File: src/rtl/mar_arb_pkg.sv
// Shared types and constants for the MAR access arbiter.
package mar_arb_pkg;

    typedef enum logic [1:0] {
        IDLE   = 2'd0,
        LOAD   = 2'd1,
        ACCESS = 2'd2,
        DONE   = 2'd3
    } state_t;

    localparam logic OWN_F = 1'b0;
    localparam logic OWN_D = 1'b1;

    localparam int TMO_W = 8;

endpackage

File: src/rtl/mar_access_arbiter_if.sv
// Requester, MAR and memory-side signals of the MAR access arbiter.
interface mar_access_arbiter_if #(
    parameter int DATA_WIDTH = 32
);
    logic                  f_req;
    logic [DATA_WIDTH-1:0] f_addr;
    logic                  f_ack;
    logic                  d_req;
    logic                  d_we;
    logic [DATA_WIDTH-1:0] d_addr;
    logic [DATA_WIDTH-1:0] d_wdata;
    logic                  d_ack;
    logic [DATA_WIDTH-1:0] rdata;
    logic                  err;
    logic                  mar_load;
    logic [DATA_WIDTH-1:0] mar_addr;
    logic                  mem_rd;
    logic                  mem_wr;
    logic [DATA_WIDTH-1:0] mem_wdata;
    logic [DATA_WIDTH-1:0] mem_rdata;
    logic                  mem_ready;

    modport slave (
        input  f_req, f_addr, d_req, d_we, d_addr, d_wdata, mem_rdata, mem_ready,
        output f_ack, d_ack, rdata, err, mar_load, mar_addr, mem_rd, mem_wr, mem_wdata
    );

    modport master (
        output f_req, f_addr, d_req, d_we, d_addr, d_wdata, mem_rdata, mem_ready,
        input  f_ack, d_ack, rdata, err, mar_load, mar_addr, mem_rd, mem_wr, mem_wdata
    );

endinterface

File: src/rtl/mar_arb_pick.sv
// Combinational winner selection between fetch and data requests.
// ARB_RR_EN selects round-robin on the last owner; otherwise D has fixed priority.
module mar_arb_pick
    import mar_arb_pkg::*;
(
    input  logic f_req,
    input  logic d_req,
`ifdef ARB_RR_EN
    input  logic last_owner,
`endif
    output logic valid,
    output logic owner
);

    always_comb begin
        valid = f_req | d_req;
        owner = OWN_F;
        if (f_req && d_req) begin
`ifdef ARB_RR_EN
            owner = (last_owner == OWN_F) ? OWN_D : OWN_F;
`else
            owner = OWN_D;
`endif
        end else if (d_req) begin
            owner = OWN_D;
        end
    end

endmodule

File: src/rtl/mar_access_arbiter.sv
// Arbitrates the MAR and memory port between instruction fetch (F) and load/store (D).
// Define ARB_RR_EN for round-robin arbitration; default is fixed priority D over F.
module mar_access_arbiter
    import mar_arb_pkg::*;
#(
    parameter int DATA_WIDTH     = 32,
    parameter int TIMEOUT_CYCLES = 15
) (
    input  logic                 clk,
    input  logic                 reset,
    mar_access_arbiter_if.slave  bus
);

    localparam logic [TMO_W-1:0] TMO_LAST = TMO_W'(TIMEOUT_CYCLES - 1);

    state_t                  state;
    logic                    grant;
    logic                    we;
    logic [TMO_W-1:0]        cnt;
    logic                    f_ack;
    logic                    d_ack;
    logic                    err;
    logic                    mar_load;
    logic                    mem_rd;
    logic                    mem_wr;
    logic [DATA_WIDTH-1:0]   rdata;
    logic [DATA_WIDTH-1:0]   mar_addr;
    logic [DATA_WIDTH-1:0]   mem_wdata;
    logic                    pick_valid;
    logic                    pick_owner;

    // grant doubles as the last-owner history in round-robin builds
    mar_arb_pick u_pick (
        .f_req      (bus.f_req),
        .d_req      (bus.d_req),
`ifdef ARB_RR_EN
        .last_owner (grant),
`endif
        .valid      (pick_valid),
        .owner      (pick_owner)
    );

    always_ff @(posedge clk or negedge reset) begin
        if (!reset) begin
            state     <= IDLE;
            grant     <= OWN_F;
            we        <= 1'b0;
            cnt       <= '0;
            f_ack     <= 1'b0;
            d_ack     <= 1'b0;
            err       <= 1'b0;
            mar_load  <= 1'b0;
            mem_rd    <= 1'b0;
            mem_wr    <= 1'b0;
            rdata     <= '0;
            mar_addr  <= '0;
            mem_wdata <= '0;
        end else begin
            mar_load <= 1'b0;
            f_ack    <= 1'b0;
            d_ack    <= 1'b0;
            err      <= 1'b0;
            rdata    <= '0;
            case (state)
                IDLE: begin
                    if (pick_valid) begin
                        grant    <= pick_owner;
                        mar_load <= 1'b1;
                        state    <= LOAD;
                        if (pick_owner == OWN_D) begin
                            mar_addr  <= bus.d_addr;
                            we        <= bus.d_we;
                            mem_wdata <= bus.d_we ? bus.d_wdata : '0;
                        end else begin
                            mar_addr  <= bus.f_addr;
                            we        <= 1'b0;
                            mem_wdata <= '0;
                        end
                    end
                end
                LOAD: begin
                    cnt    <= '0;
                    mem_rd <= !we;
                    mem_wr <= we;
                    state  <= ACCESS;
                end
                ACCESS: begin
                    // ready in the last allowed cycle still counts as success
                    if (bus.mem_ready || cnt == TMO_LAST) begin
                        mem_rd <= 1'b0;
                        mem_wr <= 1'b0;
                        f_ack  <= (grant == OWN_F);
                        d_ack  <= (grant == OWN_D);
                        err    <= !bus.mem_ready;
                        rdata  <= (bus.mem_ready && !we) ? bus.mem_rdata : '0;
                        state  <= DONE;
                    end else begin
                        cnt <= cnt + 1'b1;
                    end
                end
                DONE: begin
                    state <= IDLE;
                end
                default: begin
                    state <= IDLE;
                end
            endcase
        end
    end

    assign bus.f_ack     = f_ack;
    assign bus.d_ack     = d_ack;
    assign bus.rdata     = rdata;
    assign bus.err       = err;
    assign bus.mar_load  = mar_load;
    assign bus.mar_addr  = mar_addr;
    assign bus.mem_rd    = mem_rd;
    assign bus.mem_wr    = mem_wr;
    assign bus.mem_wdata = mem_wdata;

endmodule

File: src/flat_wrapper.sv
// flat-port wrapper written by rule: the top's interface ports become plain ports
module mar_access_arbiter_flat import mar_arb_pkg::*;
#(
    parameter int DATA_WIDTH     = 32,
    parameter int TIMEOUT_CYCLES = 15
)
  (clk, reset, bus_f_req, bus_f_addr, bus_d_req, bus_d_we, bus_d_addr, bus_d_wdata, bus_mem_rdata, bus_mem_ready, bus_f_ack, bus_d_ack, bus_rdata, bus_err, bus_mar_load, bus_mar_addr, bus_mem_rd, bus_mem_wr, bus_mem_wdata);
  mar_access_arbiter_if #(.DATA_WIDTH(DATA_WIDTH)) bus_i ();
  input  logic clk;
  input  logic reset;
  input wire logic [$bits(bus_i.f_req)-1:0] bus_f_req;
  input wire logic [$bits(bus_i.f_addr)-1:0] bus_f_addr;
  input wire logic [$bits(bus_i.d_req)-1:0] bus_d_req;
  input wire logic [$bits(bus_i.d_we)-1:0] bus_d_we;
  input wire logic [$bits(bus_i.d_addr)-1:0] bus_d_addr;
  input wire logic [$bits(bus_i.d_wdata)-1:0] bus_d_wdata;
  input wire logic [$bits(bus_i.mem_rdata)-1:0] bus_mem_rdata;
  input wire logic [$bits(bus_i.mem_ready)-1:0] bus_mem_ready;
  output wire logic [$bits(bus_i.f_ack)-1:0] bus_f_ack;
  output wire logic [$bits(bus_i.d_ack)-1:0] bus_d_ack;
  output wire logic [$bits(bus_i.rdata)-1:0] bus_rdata;
  output wire logic [$bits(bus_i.err)-1:0] bus_err;
  output wire logic [$bits(bus_i.mar_load)-1:0] bus_mar_load;
  output wire logic [$bits(bus_i.mar_addr)-1:0] bus_mar_addr;
  output wire logic [$bits(bus_i.mem_rd)-1:0] bus_mem_rd;
  output wire logic [$bits(bus_i.mem_wr)-1:0] bus_mem_wr;
  output wire logic [$bits(bus_i.mem_wdata)-1:0] bus_mem_wdata;
  assign bus_i.f_req = bus_f_req;
  assign bus_i.f_addr = bus_f_addr;
  assign bus_i.d_req = bus_d_req;
  assign bus_i.d_we = bus_d_we;
  assign bus_i.d_addr = bus_d_addr;
  assign bus_i.d_wdata = bus_d_wdata;
  assign bus_i.mem_rdata = bus_mem_rdata;
  assign bus_i.mem_ready = bus_mem_ready;
  assign bus_f_ack = bus_i.f_ack;
  assign bus_d_ack = bus_i.d_ack;
  assign bus_rdata = bus_i.rdata;
  assign bus_err = bus_i.err;
  assign bus_mar_load = bus_i.mar_load;
  assign bus_mar_addr = bus_i.mar_addr;
  assign bus_mem_rd = bus_i.mem_rd;
  assign bus_mem_wr = bus_i.mem_wr;
  assign bus_mem_wdata = bus_i.mem_wdata;
  mar_access_arbiter #(.DATA_WIDTH(DATA_WIDTH), .TIMEOUT_CYCLES(TIMEOUT_CYCLES)) u_core (.clk(clk), .reset(reset), .bus(bus_i));
endmodule
File: config.mk
export PLATFORM = sky130hd
export DESIGN_NAME = mar_access_arbiter_flat
export DESIGN_NICKNAME = d
export VERILOG_FILES = /design/src/rtl/mar_arb_pkg.sv /design/src/rtl/mar_access_arbiter_if.sv /design/src/rtl/mar_arb_pick.sv /design/src/rtl/mar_access_arbiter.sv /design/src/flat_wrapper.sv
export SDC_FILE = /design/constraint.sdc
export NUM_CORES = 1
export LEC_CHECK = 0
export ABC_AREA = 1
export BUFFER_PORTS_ARGS = -buffer_cell sky130_fd_sc_hd__buf_2
export CAP_MARGIN = 20
export CORE_ASPECT_RATIO = 1.2
export CORE_MARGIN = 2
export CORE_UTILIZATION = 41
export DETAILED_ROUTE_END_ITERATION = 7
export MAX_ROUTING_LAYER = met4
export PLACE_DENSITY_LB_ADDON = 0.05
export RECOVER_POWER = 25
export SLEW_MARGIN = 20
export SYNTH_ARGS = -nofsm -noshare
export SYNTH_HDL_FRONTEND = slang
export SYNTH_SLANG_ARGS = --single-unit
File: constraint.sdc
create_clock -name clk -period 1.4 [get_ports clk]
set_clock_uncertainty 0.1 [all_clocks]
set_input_delay 0.42 -clock clk [delete_from_list [all_inputs] [get_ports clk]]
set_output_delay 0.42 -clock clk [all_outputs]
set_load 0.01 [all_outputs]
==> flow_summary.toml, run 1 <==
[setup_path]
worstSetupEndpointType = "flop"
crit_type = "reg -> reg"
required_ns = 1.64
crit_arrival_ns = 1.83
start_kind = "flop"
crit_fanout = 8

[floorplan]
std_cell_rows = 42
die_y_um = 121
dieArea_sq_um = 12400
initial_core_util_pct = 42.5
coreArea_sq_um = 11100
io_pins = 236
die_w_um = 102

[final_layout]
diodes = 0
postLayoutCellArea_sq_um = 8670
drive_gt1_share_pct = 54.9
fin_util_pct = 78.2
areaGrowthSynthToFinish_pct = 84.2
nets = 990

[global_routing]
grt_max_degree = 36
antenna_found_initial = 0
grt_pass1_wl_um = 23000
grt.total_usage_pct = 25.3
grt_overflow_total = 0
first_global_vias = 4652

[logic_synthesis]
synth_nets = 660
yosys-top-cells-count = "dfrtp_1 (114), inv_1 (112), nand2_1 (87)"
yosysUniqueCellTypes = 25
async_flop_share_pct = 100
yosysMostFrequentCell = "dfrtp_1"
netlist_area_sq_um = 4710
yosys_warnings = 0
synth.avg_cell_area_sq_um = 9.03
synth.ff_latch_count = 114
synth-edff-count = 0
yosysSeqAreaShare_pct = 60.6
synth_top_area_share_pct = 60.6
synth.largest_area_cell = "dfrtp_1"
synth_ff_type = "dfrtp_1"
synthCells = 521
ys_top_cells_by_area = "dfrtp_1 (61%), inv_1 (8.9%), nand2_1 (6.9%)"

[route]
postRouteAntennaNets = 0
via_count = 4850
drtIter0Drc = 139
vias_per_cell = 4.77
drc = 0
wirelength_um = 16400
drt-wirelength-per-cell_um = 16.2
firstDrtPassIters = 5

[power_and_ir_drop]
netSwitchingPower_mw = 6.09
pwr-share-clk_pct = 25.9
ir_worst_vdd_mv = 1.02
p_comb_share_pct = 45.9
p_sw_share_pct = 33.8
p_int_mw = 11.9
p_per_area_nw_per_um2 = 2080
seqPwrFrac_pct = 28.2
total_power_mw = 18.0
p_leak_nw = 4.57

[placed_design]
placed_area_sq_um = 6320
gp_congestion = 0.793
io_buffers = 235
place_ws_ns = -0.225
dp.final_hpwl_um = 9210

[sta]
tightest_slew_ns = 0.653
setup_tns_ns = -18.95
hold_viol = 0
layout_setup_ws_ns = -0.193
relSlewSlack_pct = 56.5
finalCritPeriodShare_pct = 114
rsz0062_at_grt = "yes"
drv_slew = 0
fmax_ghz = 0.628
setup_viol = 212
period_needed_ns = 1.59

[worst_hold_path]
hp-class = "in -> reg"

[clocking]
path_clk_slew_ns = 0.06
clockRootBuffer = "clkbuf_16"
clockBufferDepth = 2
cts_tree = "done"
h-tree-depth = 4
numClockSinks = 114
clk_latency_ns = 0.41
cts_made_buffers = 17

[outcome]
status = "finished, violations left"
violations = "negative setup slack"

[job]
cap_violations = 0
## cell families after synthesis
kind of cell	share of synthesized area (%)
adders and majority gates	1.33
AOI/OAI and AO/OA	10.3
xor gates and xnor gates	0.558
buffers and inverters	11.9
DFF	60.6
and+or+nand+nor	15.3
## registers in the layout, summed over array words and instances (netlist names)
signal	cells
u_core.bus.rdata	32
u_core.cnt	8
u_core.bus.mem_wr	1
u_core.bus.d_ack	1
u_core.bus.err	1
u_core.bus.mar_load	1
u_core.bus.f_ack	1
u_core.bus.mar_addr	32
u_core.bus.mem_wdata	32
u_core.state	2
u_core.grant	1
u_core.bus.mem_rd	1
u_core.we	1
## per-layer routing
layer	wire (um)	global-route usage (%)	vias up
met3	811	5.41	31
met2	8910	44.2	173
met4	352	9.17	0
li1	-	-	2287
met5	0	-	-
met1	6370	28.3	2359
## power by group through the flow
stage	logic [mW]	clock network (mW)	registers, mW
floorplan	1.97	0	5.51
global placement	4.46	0	4.99
detailed placement	4.58	0	5.01
CTS	6.43	4.70	5.01
global route	8.85	4.89	5.18
finish	8.27	4.68	5.09
## layout make-up
cell class,instances,area [sq um]
Fill cell,734,2420
Sequential cell,114,2850
Multi-Input combinational cell,270,1980
Clock inverter,8,150
Clock buffer,23,488
Timing Repair Buffer,334,2570
Inverter,114,437
Tap cell,154,193
## cell usage in the layout (no fill, tap or decap), types with 2 or more instances in the layout
cell type,n
buf_2,206
dfrtp_1,114
inv_1,105
nand2_1,82
buf_4,61
nor2_4,39
buf_6,36
a31oi_1,29
o22ai_2,23
clkbuf_16,23
nor2_1,21
nor2_2,13
buf_12,13
nand3_1,10
o22ai_1,9
o21ai_1,8
buf_16,8
inv_2,5
nand3_2,5
nand2_2,4
o21ai_4,4
ha_4,4
bufinv_16,4
clkbuf_8,4
inv_4,3
nand2_4,3
nand3_4,2
clkinv_2,2
a31oi_2,2
nand4_1,2
xor2_1,2
clkbuf_1,2
clkinv_4,2
buf_8,2
## stage by stage
stage | cells | hold slack (ns)
3_3_place_gp | 918 | 0.244
6_report | 1017 | 0.148
4_1_cts | 983 | 0.103
2_1_floorplan | 521 | 0.0244
3_5_place_dp | 918 | 0.244
5_1_grt | 1017 | 0.152
## what timing repair did
item	CTS	global route
buffers inserted	21	33
hold buffers	1	0
endpoints found under the setup margin	183	216
pin swaps	8	15
gates cloned	12	6
gates resized for setup	67	152
hold endpoints to repair	17	0
## path summary, 6_finish.rpt
path | startpoint | depth (start not counted) | slack, ns | to
worst max-delay path | u_core.state[0] | 9 | -0.19 | u_core.bus.mar_addr[15]
worst min-delay path | bus_mem_rdata[29] | 3 | 0.15 | u_core.bus.rdata[29]
worst max register to register | u_core.state[0] | 9 | -0.19 | u_core.bus.mar_addr[15]
worst min register to register | u_core.grant | 1 | 0.33 | u_core.bus.f_ack
max in group asynchronous | reset | 3 | 0.10 | u_core.bus.mem_wdata[0]
min in group asynchronous | reset | 2 | 0.47 | u_core.cnt[3]
## critical path, stage by stage (launching register included)
cell	delay, ns
dfrtp_1	0.39
inv_2	0.09
ha_4	0.15
inv_4	0.04
a21oi_4	0.12
buf_6	0.13
buf_12	0.15
buf_16	0.14
nor2_1	0.07
a31oi_4	0.14
No activity file was read; power rests on OpenSTA's default activity.
==> run 2: changes to the inputs <==
Settings changed: ABC_AREA 1 to unset, CORE_ASPECT_RATIO 1.2 to unset.
==> flow_summary.toml, run 2 <==
[logic_synthesis]
synth_top_area_share_pct = 63.8
yosysSeqAreaShare_pct = 63.8
synth_nets = 500
synthCells = 361
yosys-top-cells-count = "dfrtp_1 (114), nand2_1 (44), mux2i_1 (40)"
synth.avg_cell_area_sq_um = 12.4
yosysMostFrequentCell = "dfrtp_1"
synth_ff_type = "dfrtp_1"
synth.largest_area_cell = "dfrtp_1"
netlist_area_sq_um = 4470
yosys_warnings = 0
synth-edff-count = 0
async_flop_share_pct = 100
ys_top_cells_by_area = "dfrtp_1 (64%), mux2i_1 (8.9%), a22o_1 (6.5%)"
synth.ff_latch_count = 114
yosysUniqueCellTypes = 30

[floorplan]
std_cell_rows = 38
dieArea_sq_um = 11800
initial_core_util_pct = 41.6
die_y_um = 108
die_w_um = 108
io_pins = 236
coreArea_sq_um = 10700

[clocking]
path_clk_slew_ns = 0.06
numClockSinks = 114
cts_tree = "done"
h-tree-depth = 4
clockBufferDepth = 2
clockRootBuffer = "clkbuf_8"
clk_latency_ns = 0.50
cts_made_buffers = 17

[sta]
rsz0062_at_grt = "yes"
finalCritPeriodShare_pct = 116
drv_slew = 0
tightest_slew_ns = 0.659
layout_setup_ws_ns = -0.221
relSlewSlack_pct = 56.1
hold_viol = 0
hold_ws_ns = 0.0239
fmax_ghz = 0.617
period_needed_ns = 1.62
setup_viol = 206

[route]
wirelength_um = 14300
drtIter0Drc = 177
firstDrtPassIters = 4
postRouteAntennaNets = 0
via_count = 4191
drc = 0
vias_per_cell = 4.85
drt-wirelength-per-cell_um = 16.5

[placed_design]
place_ws_ns = -0.274
gp_congestion = 0.784
dp_cells = 747
io_buffers = 235
dp.final_hpwl_um = 8470

[power_and_ir_drop]
netSwitchingPower_mw = 5.79
seqPwrFrac_pct = 29.8
pwr-share-clk_pct = 24.4
p_int_mw = 12.1
p_comb_share_pct = 45.8
total_power_mw = 17.9
p_leak_nw = 4.42
ir_worst_vdd_mv = 1.19
p_per_area_nw_per_um2 = 2190
p_sw_share_pct = 32.4

[setup_path]
crit_type = "reg -> reg"
crit_arrival_ns = 1.92
crit_fanout = 3
start_kind = "flop"
worstSetupEndpointType = "flop"
required_ns = 1.69

[final_layout]
layout_commonest_cell = "buf_2"
stdcell_count = 864
multi_input_area_sq_um = 1960
fill_cells = 747
nets = 850
regArea_sq_um = 2850
fin_util_pct = 75.8
drive_gt1_share_pct = 65.1
diodes = 0
reg.largest.list = "u_core.bus.mar_addr x32, u_core.bus.mem_wdata x32, u_core.bus.rdata x32"
layout_common_cells = "buf_2 (211), dfrtp_1 (114), buf_4 (62), mux2i_1 (40), buf_6 (39)"
areaGrowthSynthToFinish_pct = 82.0

[global_routing]
grt_overflow_total = 0
grt_max_degree = 67
grt_pass1_wl_um = 20400
grt.total_usage_pct = 24.0
first_global_vias = 4116
antenna_found_initial = 0

[outcome]
status = "finished, violations left"
violations = "negative setup slack"

[job]
cap_violations = 0

[worst_hold_path]
hp-class = "in -> reg"
-- run 2: cell count changes after synthesis, moves of 15 or more --
cell,previous run,this run
o22ai_1,32,1
inv_1,112,6
mux2i_1,0,40
nand2_1,87,44
nor2_1,73,4
a31oi_1,32,0
nand3_1,17,2
and2_1,0,34
o21ai_0,6,33
a22o_1,0,33
-- run 2: logic make-up after synthesis --
logic type / after synthesis / synth area share, %
multiplexers: 42 / 9.45
flip-flops: 114 / 63.8
buffers and inverters: 29 / 2.77
adder cells (fa/ha/maj): 5 / 1.40
AO/OA/AOI/OAI: 74 / 11.6
AND/OR/NAND/NOR: 96 / 10.8
XOR/XNOR: 1 / 0.196
-- run 2: power by group through the flow --
stage | clock network, mW | logic (mW) | registers, mW
final | 4.35 | 8.18 | 5.32
after global routing | 4.62 | 8.73 | 5.44
after CTS | 4.40 | 6.97 | 5.21
after detailed placement | 0 | 4.61 | 5.16
after global placement | 0 | 4.49 | 5.14
after floorplan | 0 | 1.85 | 5.70
-- run 2: metal layers --
layer  vias to the layer above  routed length [um]  global-route usage (%)
met5                         -                   0                       -
met4                         0                 238                    7.69
met3                        19                1010                    7.17
met2                       161                7310                    39.3
met1                      2041                5730                    28.6
li1                       1970                   -                       -
-- run 2: critical path: stages (launching register included) --
cell and delay, ns:
dfrtp_1 0.40, nor4_4 0.35, a31oi_4 0.15, mux2_4 0.32
a22o_1 0.19
-- run 2: path summary, 6_finish.rpt --
check	endpoint	depth (start not counted)	slack (ns)	from
min reg2reg	u_core.bus.f_ack	1	0.38	u_core.grant
max reg2reg	u_core.cnt[6]	4	-0.22	u_core.cnt[5]
min in group asynchronous	u_core.cnt[3]	3	0.42	reset
max	u_core.cnt[6]	4	-0.22	u_core.cnt[5]
min	u_core.bus.rdata[19]	2	0.02	bus_mem_rdata[19]
max in group asynchronous	u_core.bus.mar_addr[0]	3	0.14	reset
-- run 2: stage by stage --
stage          instance area [sq um]  TNS, ns
2_1_floorplan                   4500    -5.77
3_3_place_gp                    6080   -14.44
3_5_place_dp                    6080   -16.37
4_1_cts                         7640   -28.87
5_1_grt                         8140   -37.46
6_report                        8140   -25.51
-- run 2: area by class of cell --
type	instances	area share (%)
Inverter	6	0.277
Clock buffer	23	5.85
Clock inverter	9	1.57
Tap cell	140	2.15
Multi-Input combinational cell	223	24.1
Sequential cell	114	35.0
Timing Repair Buffer	349	31.0
-- run 2: repair_timing --
action,CTS,global route
hold buffers,11,2
hold endpoints to repair,124,2
gates resized for setup,116,104
pin swaps,51,57
buffers inserted,33,26
cloned,16,4
endpoints found under the setup margin,215,216
==> run 3: changes to the inputs <==
Settings changed: CORE_UTILIZATION 41 to 42, CTS_BUF_LIST set to sky130_fd_sc_hd__clkbuf_4 sky130_fd_sc_hd__clkbuf_8.
==> flow_summary.toml, run 3 (synthesized netlist as in run 2, its figures left out) <==
[outcome]
status = "finished, violations left"
violations = "negative setup slack"

[setup_path]
crit_type = "reg -> reg"
rrSetupSlack_ns = -0.24
crit_fanout = 4
worstSetupEndpointType = "flop"
r2r-end = "u_core.cnt[6]"
start_kind = "flop"
rr_worst_depth = 4
r2r-start = "u_core.cnt[5]"
critPathMaxStageDelay_ns = 0.41
required_ns = 1.62
slowest_stage = "dfrtp_1"
cp_cell_sequence = "nor4_4, a31oi_4, mux2_4, a22o_1"
crit_arrival_ns = 1.86

[clocking]
cts_tree = "done"
clockRootBuffer = "clkbuf_8"
numClockSinks = 114
cts_made_buffers = 17
path_clk_slew_ns = 0.07
clk_latency_ns = 0.43
h-tree-depth = 4
clockBufferDepth = 2

[route]
drtIter0Drc = 177
wirelength_um = 14300
vias_per_cell = 4.85
via_count = 4041
drt-wirelength-per-cell_um = 17.1
drc = 0
firstDrtPassIters = 4
postRouteAntennaNets = 0

[final_layout]
postLayoutCellArea_sq_um = 7790
reg.largest.list = "u_core.bus.mar_addr x32, u_core.bus.mem_wdata x32, u_core.bus.rdata x32"
drive_gt1_share_pct = 63.9
nets = 826
layout_common_cells = "buf_2 (208), dfrtp_1 (114), buf_4 (53), buf_6 (46), mux2i_1 (40)"
multi_input_area_sq_um = 1900
fill_cells = 708
diodes = 0
layout_commonest_cell = "buf_2"
regArea_sq_um = 2850
areaGrowthSynthToFinish_pct = 74.0

[power_and_ir_drop]
netSwitchingPower_mw = 5.59
p_int_mw = 11.0
seqPwrFrac_pct = 31.8
total_power_mw = 16.6
p_comb_share_pct = 49.0
p_leak_nw = 4.27
ir_worst_vdd_mv = 1.15
pwr-share-clk_pct = 19.2
p_sw_share_pct = 33.7
p_per_area_nw_per_um2 = 2130

[sta]
period_needed_ns = 1.64
fmax_ghz = 0.612
rsz0062_at_grt = "yes"
layout_setup_ws_ns = -0.235
finalCritPeriodShare_pct = 117
setup_tns_ns = -18.16
drv_slew = 0
relSlewSlack_pct = 68.6
setup_viol = 198
hold_viol = 0
tightest_slew_ns = 0.469

[floorplan]
io_pins = 236
die_y_um = 107
dieArea_sq_um = 11500
std_cell_rows = 37
coreArea_sq_um = 10300
initial_core_util_pct = 43.3
die_w_um = 107

[global_routing]
antenna_found_initial = 0
grt_max_degree = 60
grt.total_usage_pct = 24.7
grt_pass1_wl_um = 20700
grt_overflow_total = 0
first_global_vias = 4125

[worst_hold_path]
hp-class = "in -> reg"
holdPathEnd = "u_core.bus.rdata[17]"
hp-start = "bus_mem_rdata[17]"
worstHoldPathCells = 2

[placed_design]
gp_congestion = 0.779
io_buffers = 235
dp.final_hpwl_um = 8190
placed_area_sq_um = 6030
place_ws_ns = -0.291

[job]
cap_violations = 0
[run 3: worst max-delay path by stage]
stage	start	endpoint	slack, ns	depth (start not counted)
6_report	u_core.cnt[5]	u_core.cnt[6]	-0.24	4
5_1_grt	u_core.state[0]	u_core.cnt[2]	-0.35	7
4_1_cts	u_core.cnt[4]	u_core.cnt[6]	-0.22	4
3_5_place_dp	u_core.cnt[5]	u_core.state[1]	-0.29	4
3_3_place_gp	bus_mem_ready	u_core.cnt[6]	-0.23	5
2_1_floorplan	u_core.state[0]	u_core.cnt[6]	-0.25	6
[run 3: power groups by stage]
stage,clock [mW],combinational (mW),sequential [mW]
final,3.19,8.14,5.29
after global routing,3.39,8.71,5.42
after CTS,3.23,7.01,5.16
after detailed placement,0,4.60,5.12
after global placement,0,4.47,5.13
after floorplan,0,1.85,5.70
[run 3: cell type report]
type                    count  area share, %
multi-input cells         218           24.3
flip-flops and latches    114           36.6
clock inverters             4          0.900
clock buffers              26           4.44
well taps                 136           2.19
inverters                   6          0.289
repair buffers            330           31.2
[run 3: layer usage]
layer | vias to the layer above | global-route usage (%) | wire [um]
li1 | 1901 | - | -
met1 | 1955 | 29.1 | 5550
met2 | 163 | 40.5 | 7540
met3 | 22 | 7.17 | 930
met4 | 0 | 8.63 | 234
met5 | - | - | 0
[run 3: repair_timing]
action / 4_1_cts / 5_1_grt
resized for setup: 124 / 90
setup buffers: 29 / 23
gates cloned: 17 / 3
pin swaps: 52 / 59
endpoints found under the setup margin: 215 / 216
endpoints found under the hold margin: 114 / 0
hold buffers: 1 / 0
[run 3: stage by stage]
stage / util [%] / instances / hold WS [ns]
6_report: 75.4 / 834 / 0.0909
3_3_place_gp: 58.4 / 740 / 0.144
4_1_cts: 71.9 / 817 / 0.0813
5_1_grt: 75.4 / 834 / 0.0790
2_1_floorplan: - / 361 / 0.0244
3_5_place_dp: 58.4 / 740 / 0.144
[run 3: worst max-delay path: cells and delay by family, from the launching register on]
| kind | cells | cell delay [ns] |
|---|---|---|
| simple gates | 1 | 0.35 |
| compound gates | 2 | 0.35 |
| mux | 1 | 0.33 |
| flops | 1 | 0.41 |
